===== src/rtl/led_fader.sv =====
// led_fader: PWM LED driver that fades linearly toward the blink level.
// Ports: clk, rst (sync, active-high), led_in (target level),
//        led_out (registered PWM), level (brightness), busy (fading).
module led_fader #(
    parameter int PWM_WIDTH = 8,
    parameter int STEP      = 1,
    parameter int FADE_DIV  = 16
) (
    input  logic                 clk,
    input  logic                 rst,
    input  logic                 led_in,
    output logic                 led_out,
    output logic [PWM_WIDTH-1:0] level,
    output logic                 busy
);

    localparam int PSW = (FADE_DIV > 1) ? $clog2(FADE_DIV) : 1;

    localparam logic [PWM_WIDTH-1:0] MAX     = '1;
    localparam logic [PSW-1:0]       PS_LAST = PSW'(FADE_DIV - 1);
    localparam logic [PWM_WIDTH:0]   STEP_W  = (PWM_WIDTH + 1)'(STEP);

    typedef enum logic [1:0] {
        OFF,
        RAMP_UP,
        ON,
        RAMP_DOWN
    } state_t;

    state_t                 state_q;
    state_t                 state_d;
    logic [PSW-1:0]         ps_q;
    logic [PSW-1:0]         ps_d;
    logic [PWM_WIDTH-1:0]   level_d;
    logic [PWM_WIDTH-1:0]   pwm_cnt;
    logic                   tick;
    logic [PWM_WIDTH:0]     sum_up;
    logic [PWM_WIDTH-1:0]   lvl_up;
    logic [PWM_WIDTH-1:0]   lvl_dn;

    assign tick   = (ps_q == PS_LAST);
    // One extra bit so the saturating add never wraps.
    assign sum_up = {1'b0, level} + STEP_W;
    assign lvl_up = (sum_up > {1'b0, MAX}) ? MAX : sum_up[PWM_WIDTH-1:0];
    assign lvl_dn = ({1'b0, level} >= STEP_W)
                  ? (level - STEP_W[PWM_WIDTH-1:0]) : '0;

    assign busy = (state_q == RAMP_UP) || (state_q == RAMP_DOWN);

    // A direction change restarts the prescaler and discards any tick
    // due on that same edge, so a led_in toggling every cycle never
    // moves the level.
    always_comb begin
        state_d = state_q;
        ps_d    = ps_q;
        level_d = level;
        unique case (state_q)
            OFF: begin
                if (led_in) begin
                    state_d = RAMP_UP;
                    ps_d    = '0;
                end
            end
            ON: begin
                if (!led_in) begin
                    state_d = RAMP_DOWN;
                    ps_d    = '0;
                end
            end
            RAMP_UP: begin
                if (!led_in) begin
                    state_d = RAMP_DOWN;
                    ps_d    = '0;
                end else if (tick) begin
                    ps_d    = '0;
                    level_d = lvl_up;
                    if (lvl_up == MAX) state_d = ON;
                end else begin
                    ps_d = ps_q + 1'b1;
                end
            end
            RAMP_DOWN: begin
                if (led_in) begin
                    state_d = RAMP_UP;
                    ps_d    = '0;
                end else if (tick) begin
                    ps_d    = '0;
                    level_d = lvl_dn;
                    if (lvl_dn == '0) state_d = OFF;
                end else begin
                    ps_d = ps_q + 1'b1;
                end
            end
            default: begin
                state_d = OFF;
                ps_d    = '0;
                level_d = '0;
            end
        endcase
    end

    always_ff @(posedge clk) begin
        if (rst) begin
            state_q <= OFF;
            ps_q    <= '0;
            level   <= '0;
            pwm_cnt <= '0;
            led_out <= 1'b0;
        end else begin
            state_q <= state_d;
            ps_q    <= ps_d;
            level   <= level_d;
            pwm_cnt <= pwm_cnt + 1'b1;
            // MAX term makes full brightness solid rather than 255/256.
            led_out <= (level == MAX) | (pwm_cnt < level);
        end
    end

endmodule


===== config.mk =====
export PLATFORM = sky130hd
export DESIGN_NAME = led_fader
export DESIGN_NICKNAME = d
export VERILOG_FILES = /design/src/rtl/led_fader.sv
export SDC_FILE = /design/constraint.sdc
export NUM_CORES = 1
export LEC_CHECK = 0
export ABC_AREA = 1
export CORE_ASPECT_RATIO = 0.75
export CORE_MARGIN = 1.5
export CORE_UTILIZATION = 53
export CTS_CLUSTER_SIZE = 30
export DETAILED_ROUTE_END_ITERATION = 8
export GPL_ROUTABILITY_DRIVEN = 1
export GPL_TIMING_DRIVEN = 0
export PLACE_DENSITY = 0.76
export SKIP_LAST_GASP = 1
export SYNTH_ARGS = -nofsm -noshare
export SYNTH_HDL_FRONTEND = slang
export SYNTH_SLANG_ARGS = --single-unit

===== constraint.sdc =====
create_clock -name clk -period 1.8 [get_ports clk]
set_input_delay 0.18 -clock clk [delete_from_list [all_inputs] [get_ports clk]]
set_output_delay 0.18 -clock clk [all_outputs]
set_load 0.02 [all_outputs]

# Word level (Yosys, flattened, before mapping)
# Cells that the tools add are included.
word_totals:
  wordCells: 58
  regBits: 23
classes:
  reduce_logical: 7
  mux: 22
  bitwise: 1
  n_lt_le_gt_ge: 3
  addsub: 4
  n_eq_ne: 16
op_table:
  columns: ["op", "n"]
  rows:
  - ["$mux 8", 6]
  - ["$mux 4", 5]
  - ["$eq 8x8->1 const B", 2]
  - ["$mux 2", 8]
  - ["$pmux 4 s4", 1]
  - ["$pmux 8 s2", 1]
  - ["$ne 2x2->1 const B", 6]
  - ["$add 8x1->9 const B", 1]
  - ["$gt 9x8->1 const B", 1]
  - ["$add 8x1->8 const B", 1]
  - ["$ge 8x1->1 const B", 1]
  - ["$logic_not 8->1", 1]
  - ["$lt 8x8->1", 1]
  - ["$pmux 2 s4", 1]
  - ["$sub 8x1->8 const B", 1]
  - ["$ne 3x2->1 const B", 2]
  - ["$ne 3x3->1 const B", 2]
  - ["$reduce_and 6->1", 1]
  - ["$reduce_and 5->1", 1]
  - ["$add 4x1->4 const B", 1]
  - ["$eq 2x2->1 const B", 2]
  - ["$eq 4x4->1 const B", 1]
  - ["$eq 2x1->1 const B", 1]
  - ["$logic_not 2->1", 1]
  - ["other kinds (4)", 4]

# Logic depth before layout (Yosys ltp)
# Gate-level depths: netlist of run 1.
depth:
  ltp_word: 8
  depth_mapped: 15
  mapped_depth_nobuf: 15

# Least setup slack after synthesis of run 1
# OpenSTA, ideal clock, no wires.
synth_path:
  path_type: "reg-to-reg"
  startpoint: "reg level[0]"
  endpoint: "reg state_q[0]"
  path_buffers: 0
  path_slack_ns: -0.009
  t_arrival_ns: 1.745
  path_stages_with_launch: 15
  path_cell_list: "dfxtp_1 > inv_2 > ha_1 > nand2_2 > nor2_2 > nand3_2 > nand3_1 > nand2_1 > nor2_1 > nand2_1 > nand2_2 > nand3_2 > nand2_1 > inv_1 > nor2_1"
synth_between:
  elab_chain_len: 6
  elab_cells_between_ends: 11
synth_lines:
  columns: ["element", "line", "source"]
  rows:
  - ["from (decl)", "13", "output logic [PWM_WIDTH-1:0] level,"]
  - ["from (signal assigned)", "112", "level <= level_d;"]
  - ["$add 8x1->9", "43", "assign sum_up = {1'b0, level} + STEP_W;"]
  - ["$gt 9x8->1", "44", "assign lvl_up = (sum_up > {1'b0, MAX}) ? MAX : sum_up[PWM_WIDTH-1:0];"]
  - ["$mux 8", "44", null]
  - ["$eq 8x8->1", "77", "if (lvl_up == MAX) state_d = ON;"]
  - ["$ne 3x2->1 (no line)", null, null]
  - ["$reduce_and 6->1 (no line) (*)", null, null]
  - ["to (signal assigned)", "110", "state_q <= state_d;"]
  - ["to (decl)", "30", "state_t state_q;"]
# Every way passes the cells marked *; elsewhere a longest branch is shown, timed or not.
# A chain may end at the register's enable or synchronous reset.

# Final worst setup path of run 1
layout_path:
  startpoint: "reg level[0]"
  endpoint: "reg level[2]"
layout_between:
  elab_chain_len: 6
  elab_cells_between_ends: 11
layout_lines:
  columns: ["element", "line", "source"]
  rows:
  - ["$add 8x1->9", "43", null]
  - ["$gt 9x8->1", "44", null]
  - ["$mux 8", "44", null]
  - ["$mux 8", "74", "end else if (tick) begin"]
  - ["$mux 8", "71", "if (!led_in) begin"]
  - ["$pmux 8 s2 (*)", "57", "unique case (state_q)"]
# Every way passes the cells marked *; elsewhere a longest branch is shown, timed or not. The select of a mux whose other input is x is not followed.

==> impl_results.md, run 1 <==
* Status: complete, no violations
* Fill cells at 276
* I/O pin cnt at 13
* Clock Latency Late Sink at 0.28 ns
* Fin. Hold Viols at 0
* Placer Congestion at around 0.85
* CTS H-tree lvls at 1
* Final worst slack at between 0.03 and 0.04 ns
* CTS clk-pin slew, worst paths at 0.09 ns
* Hold Crit Start: rst
* Final wirelength at around 4400 µm
* Worst stage delay on the critical path at between 0.3 and 0.4 ns
* DRC Markers at 0
* Initial core utilization at ~55%
* Reg power frac at 43.5%
* Routed length per placed instance at between 10 and 15 µm
* Critical Path Sink Type: register
* Vias in the first global route at approximately 1500
* Post-synthesis sequential area ratio at between 20% and 30%
* # diodes at 0
* Post-Route Skew at between 0.005 and 0.006 ns
* Max Cap Viol at 0
* Slowest CP cell: dfxtp_4
* Die H at roughly 54 µm
* Vias at 1879
* Final net count at between 300 and 400
* PwrDens at 591 nW/µm²
* WP depth at 11
* Top post-synthesis cells by area: dfxtp_1 25%, nand2_1 15%, ha_1 12%
* Cells after DPL at about 330
* Synthesis-stage register bit count at 23
* I/O Buffers at 11
* Synth top area share at between 20% and 30%
* # hold bufs at CTS at 0
* Syn_area_per_cell at approximately 6.4 µm²
* Slew of the pin with the lowest slew margin at a little over 0.5 ns
* Routed wl met3 at around 230 µm
* Max Fclk at about 570 MHz
* CP arrival at just under 2 ns
* Setup WS pre-CTS at -0.227 ns
* Finished Layout Cells at around 350
* Mapped cell area at 1810 µm²
* First-pass GRT wire length at 6960 µm
* R2r startpoint: level[0]
* GRT overflow at 0
* Pwr Total at around 1.4 mW
* Endpoints failing setup at 0
* Initial antenna violation count at 0
* RSZ-0062 raised after global routing: true
* Peak supply drop at roughly 0.46 mV
* Worst-path fanout max at 5
* Critical path's top delay family: simple AND/OR/NAND/NOR gates
* Synth warn at 0
* # rows at 18
* Fin. max-slew vios at 0
* Int Power at 0.863 mW
* Metal-1 WL at between 2000 and 2500 µm
* Vias per cell at between 5 and 6
* Mapped Nets at around 300
* Startpoint Class: register
* GR Util All Layers at approximately a quarter
* Clock Power Share at 25.5%
* Critical path buffer and inverter count at 0
* Max Used Layer: met4
* Antenna-violating nets left at 0
* Dominant cell type by area after synthesis: dfxtp_1
* Die area at 3780 µm²
* Crit path cell chain: ha_2, nand2_2, nand2_1, nand2_1, nor2_2, nand4_1, nor2_1, a21oi_2, o21ai_0, a21oi_1, nor2_1
* Worst setup path class: reg2reg
* TritonCTS sink count at 23
* Layout cells sized above 1 at between 20% and 30%
* Die X at roughly 70 µm
* Pleak at 1.02 nW
* Worst reg2reg endpoint: level[2]
* HP Class: in2reg
* Psw at between 0.4 and 0.5 mW
* Synth Instances at ~280
* Drt initial violations at ~150
* Slew HR at about two thirds
* Library cells used by synthesis at 31
* Combinational share of power at roughly 31%
* Detail Placement HPWL at between 3000 and 4000 µm
* Min Tclk post-route at around 1.8 ns
* Post-DP Area at slightly below 2000 µm²
* Met2 wire len at between 1500 and 2000 µm
* R2R Setup Slk at roughly 0.031 ns
* WP data required at 1.97 ns
* Area grow syn2layout at 26.4%
* Worst hold path depth at 2
* Final period util at a little over nine tenths
* Sw Share at between 30 and 40%
* Reg2reg path depth at 11
* Setup Total Neg Slack at 0 ns
* Pin count of the biggest net entering global routing at 15
* Clock Path Buffers at 2
* Core area at roughly 3300 µm²
* Worst hold endpoint: pwm_cnt[0]
* CTS buffer count at 3
* Post-route cell area at 2290 µm²
* Clock Root Buffer: clkbuf_8
* Drt pass-1 iters at 4
* CTS tree: done
-- layer usage --
metal	vias to the layer above	track usage [%]
met3	15	3.93
met5	-	0
met2	51	39.5
li1	979	-
met4	0	3.85
met1	834	33.0
-- how the worst max path moves through the flow --
stage / start / end / slack [ns]
after detailed placement: level[0] / state_q[0] / -0.23
final: level[0] / level[2] / 0.03
after floorplan: level[0] / state_q[0] / 0.02
after global routing: level[0] / state_q[0] / -0.1
after CTS: level[0] / state_q[0] / 0.01
after global placement: level[0] / state_q[0] / -0.21
-- flip-flops by register name (all words and copies together), names as in the netlist --
| name | count |
|---|---|
| pwm_cnt | 8 |
| led_out | 1 |
| ps_q | 4 |
| state_q | 2 |
| level | 8 |
-- per-stage QoR --
step | hold slack, ns | util, %
final | 0.257 | 70.1
after global routing | 0.313 | 70.1
after CTS | 0.258 | 64.0
after detailed placement | 0.454 | 60.4
after global placement | 0.447 | 60.4
after floorplan | 0.430 | -
-- cells in the final DEF, fill, tap and decap left out, types with 11 or more instances in the layout --
master   netlist  routed
nor2_1        36      29
inv_1         32      28
ha_1          18      13
nand3_1       15      12
nand2_2        4      11
o21ai_0       18      15
buf_4          0      15
a21oi_1       18      18
dfxtp_1       23      18
nand2_1       71      63
-- timing repair --
| item | CTS | global route |
|---|---|---|
| setup endpoints to repair | 10 | 13 |
| gates resized for setup | 12 | 43 |
| setup buffers | 3 | 11 |
| cloned | 1 | 0 |
| pin swaps | 1 | 14 |
-- Yosys cell counts --
library cell and instances:
clkinv_2 1, a211oi_1 2, nor3_1 3, o211ai_1 4, a22oi_1 1, nand3_2 3
nand2_1 71, nand4_1 6, nand2_2 4, xor2_1 3, inv_6 1, o21ai_0 18
a21oi_1 18, buf_6 2, o21ai_1 1, nand3_1 15, inv_2 2, buf_2 2
or2_2 1, o221a_2 1, o221ai_1 1, and3_1 1, nor2_2 4, clkbuf_1 3
dfxtp_1 23, nor2_1 36, a21oi_2 1, nor3_2 1, ha_1 18, inv_1 32
o21a_1 2
-- cell type report --
type	instances	area, µm²	area share [%]
clock buffers	3	41.3	1.80
well taps	40	50.0	2.19
inverters	36	151	6.62
repair buffers	26	225	9.84
plain buffers	7	52.6	2.30
flip-flops and latches	23	474	20.7
multi-input cells	215	1290	56.2
clock inverters	1	7.51	0.328
-- power groups by stage --
stage | sequential [mW] | combinational (mW) | clock [mW]
after detailed placement | 0.588 | 0.397 | 0
final | 0.589 | 0.418 | 0.345
after floorplan | 0.584 | 0.303 | 0
after global routing | 0.598 | 0.492 | 0.364
after CTS | 0.578 | 0.395 | 0.354
after global placement | 0.590 | 0.393 | 0
-- cell families (layout without fill, tap and decap cells) --
| family | after synthesis | count (layout) | synth area share, % |
|---|---|---|---|
| AOI/OAI and AO/OA | 49 | 49 | 15.5 |
| xor gates and xnor gates | 3 | 3 | 1.45 |
| adders and majority gates | 18 | 18 | 12.4 |
| buffers and inverters | 43 | 73 | 10.2 |
| DFF | 23 | 23 | 25.4 |
| and+or+nand+nor | 145 | 145 | 34.9 |
(Power assumes the default switching activity.)
==> inputs of run 2 (changes only) <==
- CAP_MARGIN: default -> 40
- SLEW_MARGIN: default -> 0
==> results of run 2 <==
Same layout as run 1: the final DEF is identical, and so are final timing and power.
